**src/rtl/rob_status_mw_pkg.sv**
```systemverilog
`default_nettype none
// +-----------------------------------------------------------------------------+
// | Module      : rob_status_mw_pkg                                              |
// | Description : Shared ROB entry types (info/status) and default sizing.       |
// | Revision    : 1.0 - initial release                                          |
// +-----------------------------------------------------------------------------+
package rob_status_mw_pkg;

  localparam int c_ADDR_WIDTH = 32;
  localparam int c_ROB_DEPTH  = 8;

  localparam int c_REG_W = 5;
  localparam int c_EXP_W = 4;

  typedef logic [c_REG_W-1:0] RegFile_t;
  typedef logic [c_EXP_W-1:0] ExpCode_t;

  typedef struct packed {
    logic [c_ADDR_WIDTH-1:0] pc;
    RegFile_t                rd;
    logic                    br_inst_;
    logic                    br_pred_taken_;
    logic                    jump_inst_;
  } RobInfo_t;

  typedef struct packed {
    logic     br_miss_;
    logic     jump_miss_;
    logic     exp_;
    ExpCode_t exp_code;
  } RobStat_t;

  localparam RobStat_t c_STAT_CLEAN = '{br_miss_: 1'b1, jump_miss_: 1'b1, exp_: 1'b1, exp_code: '0};

  // Any of the three active-low fault flags asserted means the entry redirects the pipeline.
  function automatic logic stat_fault(input RobStat_t s);
    return ~(s.br_miss_ & s.jump_miss_ & s.exp_);
  endfunction

endpackage
`default_nettype wire

```
**src/rtl/rob_commit_sel.sv**
```systemverilog
`default_nettype none
// +-----------------------------------------------------------------------------+
// | Module      : rob_commit_sel                                                 |
// | Description : In-order head-window scan producing commit slots and flush.    |
// | Revision    : 1.0 - initial release                                          |
// +-----------------------------------------------------------------------------+
module rob_commit_sel #(
  parameter int COM_W = 2
) (
  input  logic [COM_W-1:0] i_win_done,
  input  logic [COM_W-1:0] i_win_fault,
  output logic [COM_W-1:0] o_commit_e_,
  output logic             o_flush_
);

  logic w_blocked;

  // A faulting entry still retires but stops every younger slot behind it.
  always_comb begin
    o_commit_e_ = '1;
    o_flush_    = 1'b1;
    w_blocked   = 1'b0;
    for (int k = 0; k < COM_W; k++) begin
      if (!w_blocked && i_win_done[k]) begin
        o_commit_e_[k] = 1'b0;
        if (i_win_fault[k]) begin
          o_flush_  = 1'b0;
          w_blocked = 1'b1;
        end
      end else begin
        w_blocked = 1'b1;
      end
    end
  end

endmodule
`default_nettype wire

```
**src/rtl/rob_status_mw.sv**
```systemverilog
`default_nettype none
// +-----------------------------------------------------------------------------+
// | Module      : rob_status_mw                                                  |
// | Description : Multi-way ROB status tracker: DEC_W dispatch, WB_PORTS         |
// |               writeback, COM_W in-order commit with flush on fault.          |
// |               Define ROB_PERF_EN to add saturating commit/flush counters.    |
// | Revision    : 1.0 - initial release                                          |
// +-----------------------------------------------------------------------------+
module rob_status_mw
  import rob_status_mw_pkg::*;
#(
  parameter int ADDR      = c_ADDR_WIDTH,
  parameter int ROB_DEPTH = c_ROB_DEPTH,
  parameter int DEC_W     = 2,
  parameter int WB_PORTS  = 3,
  parameter int COM_W     = 2,
  parameter int ROB       = $clog2(ROB_DEPTH)
) (
  input  logic                      clk,
  input  logic                      reset,
  input  logic [DEC_W-1:0]          dec_e_,
  input  logic [DEC_W*ADDR-1:0]     dec_pc,
  input  logic [DEC_W*c_REG_W-1:0]  dec_rd,
  input  logic [DEC_W-1:0]          dec_invalid,
  output logic [DEC_W*ROB-1:0]      dec_rob_id,
  output logic                      dec_ready,
  input  logic [WB_PORTS-1:0]       wb_e_,
  input  logic [WB_PORTS*ROB-1:0]   wb_rob_id,
  input  logic [WB_PORTS-1:0]       wb_exp_,
  input  logic [WB_PORTS*c_EXP_W-1:0] wb_exp_code,
  input  logic [WB_PORTS-1:0]       wb_pred_miss_,
  input  logic [WB_PORTS-1:0]       wb_jump_miss_,
  output logic [COM_W-1:0]          commit_e_,
  output logic [COM_W*ROB-1:0]      com_rob_id,
  output logic [COM_W*ADDR-1:0]     com_pc,
  output logic [COM_W*c_REG_W-1:0]  com_rd,
  output logic [COM_W-1:0]          com_exp_,
  output logic [COM_W*c_EXP_W-1:0]  com_exp_code,
  output logic                      flush_,
`ifdef ROB_PERF_EN
  output logic [31:0]               perf_commit_cnt,
  output logic [31:0]               perf_flush_cnt,
`endif
  output logic                      rob_busy
);

  logic [ROB-1:0]       r_head;
  logic [ROB-1:0]       r_tail;
  logic [ROB:0]         r_count;
  logic [ROB_DEPTH-1:0] r_valid;
  logic [ROB_DEPTH-1:0] r_ready;
  logic [ADDR-1:0]      r_pc   [ROB_DEPTH];
  RegFile_t             r_rd   [ROB_DEPTH];
  RobStat_t             r_stat [ROB_DEPTH];

  logic [ROB-1:0]   w_win_idx [COM_W];
  logic [COM_W-1:0] w_win_done;
  logic [COM_W-1:0] w_win_fault;
  logic [ROB:0]     w_dec_n;
  logic [ROB:0]     w_ret_n;
  logic             w_accept;

  // Commit window; com_* read as zero on slots that are not retiring.
  generate
    for (genvar k = 0; k < COM_W; k++) begin : g_win
      assign w_win_idx[k]   = r_head + ROB'(k);
      assign w_win_done[k]  = r_valid[w_win_idx[k]] & r_ready[w_win_idx[k]];
      assign w_win_fault[k] = stat_fault(r_stat[w_win_idx[k]]);
      assign com_rob_id[k*ROB +: ROB]       = commit_e_[k] ? '0 : w_win_idx[k];
      assign com_pc[k*ADDR +: ADDR]         = commit_e_[k] ? '0 : r_pc[w_win_idx[k]];
      assign com_rd[k*c_REG_W +: c_REG_W]   = commit_e_[k] ? '0 : r_rd[w_win_idx[k]];
      assign com_exp_[k]                    = commit_e_[k] ? 1'b0 : r_stat[w_win_idx[k]].exp_;
      assign com_exp_code[k*c_EXP_W +: c_EXP_W] = commit_e_[k] ? '0 : r_stat[w_win_idx[k]].exp_code;
    end
    for (genvar k = 0; k < DEC_W; k++) begin : g_dec_id
      assign dec_rob_id[k*ROB +: ROB] = r_tail + ROB'(k);
    end
  endgenerate

  rob_commit_sel #(.COM_W(COM_W)) u_commit_sel (
    .i_win_done  (w_win_done),
    .i_win_fault (w_win_fault),
    .o_commit_e_ (commit_e_),
    .o_flush_    (flush_)
  );

  always_comb begin
    w_dec_n = '0;
    w_ret_n = '0;
    for (int k = 0; k < DEC_W; k++) w_dec_n = w_dec_n + {{ROB{1'b0}}, ~dec_e_[k]};
    for (int k = 0; k < COM_W; k++) w_ret_n = w_ret_n + {{ROB{1'b0}}, ~commit_e_[k]};
  end

  assign dec_ready = (r_count <= (ROB+1)'(ROB_DEPTH - DEC_W));
  assign rob_busy  = (r_count == (ROB+1)'(ROB_DEPTH));
  assign w_accept  = dec_ready & flush_;

  // Order matters: writeback, then retire clear, then allocate (targets never overlap legally).
  always_ff @(posedge clk) begin
    if (reset || !flush_) begin
      r_head  <= '0;
      r_tail  <= '0;
      r_count <= '0;
      r_valid <= '0;
      r_ready <= '0;
    end else begin
      for (int p = WB_PORTS-1; p >= 0; p--) begin
        if (!wb_e_[p] && r_valid[wb_rob_id[p*ROB +: ROB]]) begin
          r_ready[wb_rob_id[p*ROB +: ROB]] <= 1'b1;
          r_stat[wb_rob_id[p*ROB +: ROB]]  <= '{br_miss_: wb_pred_miss_[p], jump_miss_: wb_jump_miss_[p],
                                              exp_: wb_exp_[p], exp_code: wb_exp_code[p*c_EXP_W +: c_EXP_W]};
        end
      end
      for (int k = 0; k < COM_W; k++) begin
        if (!commit_e_[k]) begin
          r_valid[w_win_idx[k]] <= 1'b0;
          r_ready[w_win_idx[k]] <= 1'b0;
        end
      end
      if (w_accept) begin
        for (int k = 0; k < DEC_W; k++) begin
          if (!dec_e_[k]) begin
            r_valid[r_tail + ROB'(k)] <= 1'b1;
            r_ready[r_tail + ROB'(k)] <= dec_invalid[k];
            r_pc[r_tail + ROB'(k)]    <= dec_pc[k*ADDR +: ADDR];
            r_rd[r_tail + ROB'(k)]    <= dec_rd[k*c_REG_W +: c_REG_W];
            r_stat[r_tail + ROB'(k)]  <= c_STAT_CLEAN;
          end
        end
        r_tail <= r_tail + w_dec_n[ROB-1:0];
      end
      r_head  <= r_head + w_ret_n[ROB-1:0];
      r_count <= r_count + (w_accept ? w_dec_n : '0) - w_ret_n;
    end
  end

  always_ff @(posedge clk) begin
    if (!reset) begin
      for (int i = 0; i < WB_PORTS; i++) begin
        for (int j = i + 1; j < WB_PORTS; j++) begin
          assert (wb_e_[i] || wb_e_[j] || (wb_rob_id[i*ROB +: ROB] != wb_rob_id[j*ROB +: ROB]));
        end
      end
    end
  end

`ifdef ROB_PERF_EN
  logic [31:0] r_perf_commit;
  logic [31:0] r_perf_flush;

  // Counters survive flushes; only reset clears them.
  always_ff @(posedge clk) begin
    if (reset) begin
      r_perf_commit <= '0;
      r_perf_flush  <= '0;
    end else begin
      if (r_perf_commit > (32'hFFFF_FFFF - 32'(w_ret_n))) r_perf_commit <= '1;
      else                                                r_perf_commit <= r_perf_commit + 32'(w_ret_n);
      if (!flush_ && (r_perf_flush != '1)) r_perf_flush <= r_perf_flush + 32'd1;
    end
  end

  assign perf_commit_cnt = r_perf_commit;
  assign perf_flush_cnt  = r_perf_flush;
`endif

endmodule
`default_nettype wire

```
**config.mk**
```make
export PLATFORM = sky130hd
export DESIGN_NAME = rob_status_mw
export DESIGN_NICKNAME = d
export VERILOG_FILES = /design/src/rtl/rob_status_mw_pkg.sv /design/src/rtl/rob_commit_sel.sv /design/src/rtl/rob_status_mw.sv
export SDC_FILE = /design/constraint.sdc
export NUM_CORES = 1
export LEC_CHECK = 0
export ABC_AREA = 1
export BUFFER_PORTS_ARGS = -buffer_cell sky130_fd_sc_hd__buf_2
export CORE_MARGIN = 4
export CORE_UTILIZATION = 56
export DETAILED_ROUTE_END_ITERATION = 10
export PLACE_DENSITY = 0.8
export SYNTH_ARGS = -nofsm -noshare
export SYNTH_HDL_FRONTEND = slang
export SYNTH_SLANG_ARGS = --single-unit
```
**constraint.sdc**
```tcl
create_clock -name clk -period 4.96 [get_ports clk]
set_clock_uncertainty 0.2 [all_clocks]
set_input_delay 0.992 -clock clk [delete_from_list [all_inputs] [get_ports clk]]
set_output_delay 0.992 -clock clk [all_outputs]
set_load 0.01 [all_outputs]
```
### Yosys cells after proc, flatten, opt, wreduce, memory -nomap -nowiden

Memories as Yosys holds them, arrays and structs flattened. A register that Yosys moved wholly into a read port is not among the register bits.
Cells that the tools add are included.

* register bits: 26
* RAM bits: 352
* bits of input ports: 113
* output and inout bits: 101
* word-level logic and storage cells: 162
* memories kept: 3

* $add $sub $neg: 8
* $lt $le $gt $ge: 15
* eq/ne operators: 1
* muxes and demuxes: 93
* bitwise logic cells: 20
* reduce and logical (&&, ||, !) cells: 17

Memories
* r_pc: words 8, bits a word 32, read ports 2, clocked after memory_dff 1, write ports 2, RTL line rob_status_mw.sv:52 `logic [ADDR-1:0] r_pc [ROB_DEPTH];`
* r_stat: words 8, bits a word 7, read ports 2, clocked after memory_dff 1, write ports 5, RTL line rob_status_mw.sv:54 `RobStat_t r_stat [ROB_DEPTH];`
* r_rd: words 8, bits a word 5, read ports 2, clocked after memory_dff 1, write ports 2, RTL line rob_status_mw.sv:53 `RegFile_t r_rd [ROB_DEPTH];`

Operators with widths (count)
* $mux 8: 24
* $mux 32: 2
* $mux 1: 41
* $or 8x8->8: 5
* $and 8x8->8: 4
* $lt 3x4->1 const B: 7
* $bmux 1 s3: 7
* $demux 1 s3: 7
* $ge 3x1->1 const B: 7
* $bwmux 8: 2
* $not 8->8: 2
* $mux 3: 5
* $logic_and 1x1->1: 11
* $mux 5: 2
* $mux 4: 2
* $and 1x1->1: 7
* $add 3x1->3 const B: 2
* $add 3x2->3: 2
* $logic_not 1->1: 5
* $add 1x1->2: 2
* $add 4x2->4: 1
* $eq 4x4->1 const B: 1
* $le 4x3->1 const B: 1
* $sub 4x2->4: 1
* other kinds (3): 4

### Depth between registers and ports, before layout

* word-level depth: 29
* gate-level depth with buffers: 23
* mapped depth without buffers: 22

### Modules after synthesis

From an unflattened synthesis, not the netlist that was laid out.

* cell total of the unflattened synthesis: 3318
* area total of the unflattened synthesis: 24214.5 um2

By module, submodules not included
* rob_status_mw: times used 1, cells an instance 3312, area an instance 24190.7 um2, sequential area each 10530.1 um2
* rob_commit_sel: times used 1, cells an instance 6, area an instance 23.8 um2, sequential area each 0.0 um2

### Worst setup path before layout

No wires, ideal clock.

* path kind: flip-flop to flip-flop
* start point: register r_head[1]
* end point: memory r_pc[3][0] (netlist name) (enable)
* setup time: 397 ps
* arrival: 3071 ps
* required time: 4363 ps
* setup slack: 1292 ps
* stages on the path, launching flop included: 16
* buffers on the path: 1
* clock period less this slack: 3668 ps
* cell sequence: dfxtp_1 -> ha_1 -> buf_2 -> inv_2 -> nor2_4 -> nand2_1 -> nand2_1 -> nor2_1 -> nor2_2 -> nand3_2 -> nand2_1 -> inv_2 -> nand2_4 -> nor2_1 -> nand2_1 -> nand2_1

RTL lines
* start, declared: RTL line rob_status_mw.sv:47 `logic [ROB-1:0] r_head;`
* start signal, assigned: RTL line rob_status_mw.sv:132 `r_head <= r_head + w_ret_n[ROB-1:0];`
* end, declared: RTL line rob_status_mw.sv:52

### Final worst setup path

* start point: register r_head[2]
* end point: output com_exp_[1]

* longest elaborated chain between the ends: 7
* elaborated cells between the ends (all ways): 16
* classes of those cells: add/sub (1); mux (10); bitwise (2); reduce/logical (2); memory (1)

RTL lines
* parallel branches: the longest is 6 deep, another holds $add 3x1->3
* $mux 1 (*): RTL line rob_status_mw.sv:72 `assign com_exp_[k] = commit_e_[k] ? 1'b0 : r_stat[w_win_idx[k]].exp_;`
* end, declared: RTL line rob_status_mw.sv:37 `output logic [COM_W-1:0] com_exp_,`

Mark *: on every way between the ends. The select of a mux whose other input is x is not followed.

==> summary.md <==
| Metric | Value |
|---|---|
| Net Count, Synth | `roughly 3500` |
| Mapped Area | `24580 um2` |
| Initial core utilization | `about 57%` |
| Detailed Routing Iterations Pass 1 | `6` |
| DIE HEIGHT | `about 220 um` |
| Ys async rst share | `0%` |
| I/O pins | `about 210` |
| Crit-path max FO | `45` |
| Power Dens Cells | `between 400 and 500 nW/um2` |
| Count leader, synth | `nand2_1` |
| Syn Area/Cell | `between 7 and 8 um2` |
| Dpl cell area | `~26000 um2` |
| Cell area after layout | `27070 um2` |
| Nets | `3564` |
| Vias per cell | `5.982` |
| CTS tree | `yes` |
| Die area | `~47000 um2` |
| Initial antenna violation count | `6` |
| Largest net degree at the start of global routing | `about 160` |
| Static Leak | `around 12 nW` |
| Post-synthesis mux area share | `under 10%` |
| Seq/Total Area, Yosys | `between 40 and 50%` |
| Vias in the first global route | `21800` |
| Run status | `finished, final reports clean` |
| Slew Limit Fails | `0` |
| Max_cap viols | `0` |
| RD Place Congestion | `about 0.98` |
| EDFF count, synth | `roughly 300` |
| Synth Area in Simple Gates | `21.83%` |
| Compound-Gate Fraction of Synth Area | `approximately 23%` |
| Post-synth top area cell | `edfxtp_1` |
| CTS max path bufs | `3` |
| CTS Sinks | `378` |
| F_max | `between 200 and 250 MHz` |
| Final Cycle Share | `97.03%` |
| Main synth FF type | `edfxtp_1` |
| Worst slew pin tran | `~1.2 ns` |
| Period minus WS final | `between 4 and 5 ns` |
| Core area | `43270 um2` |
| RSZ-0062 raised after global routing | `no` |
| H-tree depth | `2` |
| CTS Root Cell | `clkbuf_16` |
| #FFs+latches synth | `between 300 and 400` |
| Max VDD drop | `0.2447 mV` |
| Slew Limit Headroom | `between 10% and 20%` |
| Post-synth top cells | `nand2_1 (953), o21ai_0 (498), inv_1 (344), edfxtp_1 (296), a21oi_1 (238)` |
| CTS Buf Count | `41` |
| WL/cell | `20.02 um` |
| Final WL | `between 80000 and 90000 um` |
| Final hold viol count | `0` |
| WP data required | `around 3.8 ns` |
| Iter 0 DRT Violations | `between 3000 and 4000` |
| Via count | `approximately 24000` |
| Global route overflow | `0` |
| Worst-Skew Late Latency | `around 0.59 ns` |
| Crit start category | `flip-flop` |
| DR DRC count | `0` |
| Port Buffers | `~210` |
| Post-Synthesis Cells | `about 3400` |
| Kind of critical path | `reg -> out` |
| GRT Util Overall | `approximately 33%` |
| Worst-path clk slew | `0.06 ns` |
| Synth area leaders | `edfxtp_1 (36%), nand2_1 (15%), o21ai_0 (10%), dfxtp_1 (6.7%), inv_1 (5.3%)` |
| Synthesized-area fraction occupied by adder cells | `less than 1%` |
| # setup viols final | `0` |
| CP Capture Type | `output port` |
| Die Wd | `between 200 and 250 um` |
| Cell variety after synth | `between 40 and 50` |
| Yosys warning total | `0` |
| Routed Antenna Nets | `0` |
| Area growth syn-to-layout | `10.11%` |
| Worst min path class | `reg -> reg` |
| Share of cells above drive strength 1 | `approximately 11%` |
| Rows | `76` |
| Xor-xnor portion of the synthesized cell area | `0.1069%` |
| Share of Yosys cell area claimed by the top area cell type | `36.16%` |
| CP arrival | `about 3.6 ns` |
| First-pass GRT wire length | `between 100000 and 150000 um` |
| Dpl hpwl | `50470 um` |
| Largest family of logic cells by synthesized area | `compound AO/OA/AOI/OAI gates` |
| Post-CTS Hold Buffers | `0` |
| Fin Setup TNS | `0 ns` |
## where the power goes
part	internal, mW	switching, mW
Sequential	4.10	0.330
Combinational	1.12	2.54
Clock	1.67	1.36
Total	6.89	4.22
## flip-flops by register name (all words and copies together), names as in the netlist
name,flops
r_count,4
r_head,3
r_pc,256
r_rd,40
r_ready,8
r_stat,56
r_tail,3
r_valid,8
## cell families (layout without fill, tap and decap cells)
group                      Yosys count  after routing
AOI/OAI and AO/OA                 1021           1021
muxes                               35             35
other                                0              4
DFF                                378            378
and+or+nand+nor                   1317           1318
adders and majority gates           16             16
buffers and inverters              614            691
xor gates and xnor gates             3              3
## metal layers
layer,up-vias,track usage [%],part of all wire [%]
li1,11510,-,-
met1,10810,44.18,38
met3,304,5.713,12
met5,-,0,0.033
met2,1599,51.24,44
met4,4,17.83,5.7
## worst paths after layout
check | from | to | slack [ns] | cells past startpoint
hold / removal | r_valid[2]$_SDFF_PP0_ | r_valid[2]$_SDFF_PP0_ | 0.32 | 2
setup / recovery | r_head[2]$_SDFF_PP0_ | com_exp_[1] | 0.15 | 12
hold reg to reg | r_valid[2]$_SDFF_PP0_ | r_valid[2]$_SDFF_PP0_ | 0.32 | 2
setup reg to reg | r_head[1]$_SDFF_PP0_ | r_pc[3][31]$_DFFE_PP_ | 0.39 | 16
## metrics by stage
step	hold slack (ns)	worst slack, ns	util [%]	instances	power [mW]
final	0.3156	0.1473	62.56	4051	11.12
after global routing	0.3318	0.002181	62.56	4050	11.68
after CTS	0.3051	0.1254	62.46	4044	11.02
after detailed placement	0.2896	0.5534	59.47	3973	8.034
after global placement	0.2893	0.6170	59.47	3973	7.967
after floorplan	0.2522	1.292	-	3384	6.916
## worst max-delay path, cell delays in order (launching register included)
cell,delay (ns)
dfxtp_1,0.47
inv_2,0.13
nor2_4,0.50
nand3_1,0.14
nand2_1,0.10
inv_1,0.04
nand2_1,0.06
nand3_1,0.13
nor2_2,0.18
and2_0,0.36
inv_4,0.32
nor3_1,0.40
buf_2,0.21
## layout by cell type, fill, tap and decap left out, types with 82 or more instances in the layout
master    synthesis  final
nand2_1         953    947
edfxtp_1        296    296
o21ai_1         129    129
buf_2            86    213
a22oi_1          82     82
inv_1           344    344
nor2_1          143    143
o21ai_0         498    498
nand3_1         117    117
a21oi_1         238    238
## final cells by class
type	count	area, um2
Antenna cell	4	10.01
Timing Repair Buffer	264	1582
Fill cell	3877	16200
Multi-Input combinational cell	2393	11580
Sequential cell	378	10530
Clock buffer	51	1085
Inverter	357	1348
Clock inverter	19	201.4
Tap cell	585	732.0
## repair_timing
action | CTS | global route
pin swaps | 1 | 1
gates cloned | 1 | 0
endpoints found under the setup margin | 1 | 3
setup buffers | 0 | 3
gates resized for setup | 1 | 3
No activity file was read; power rests on OpenSTA's default activity.
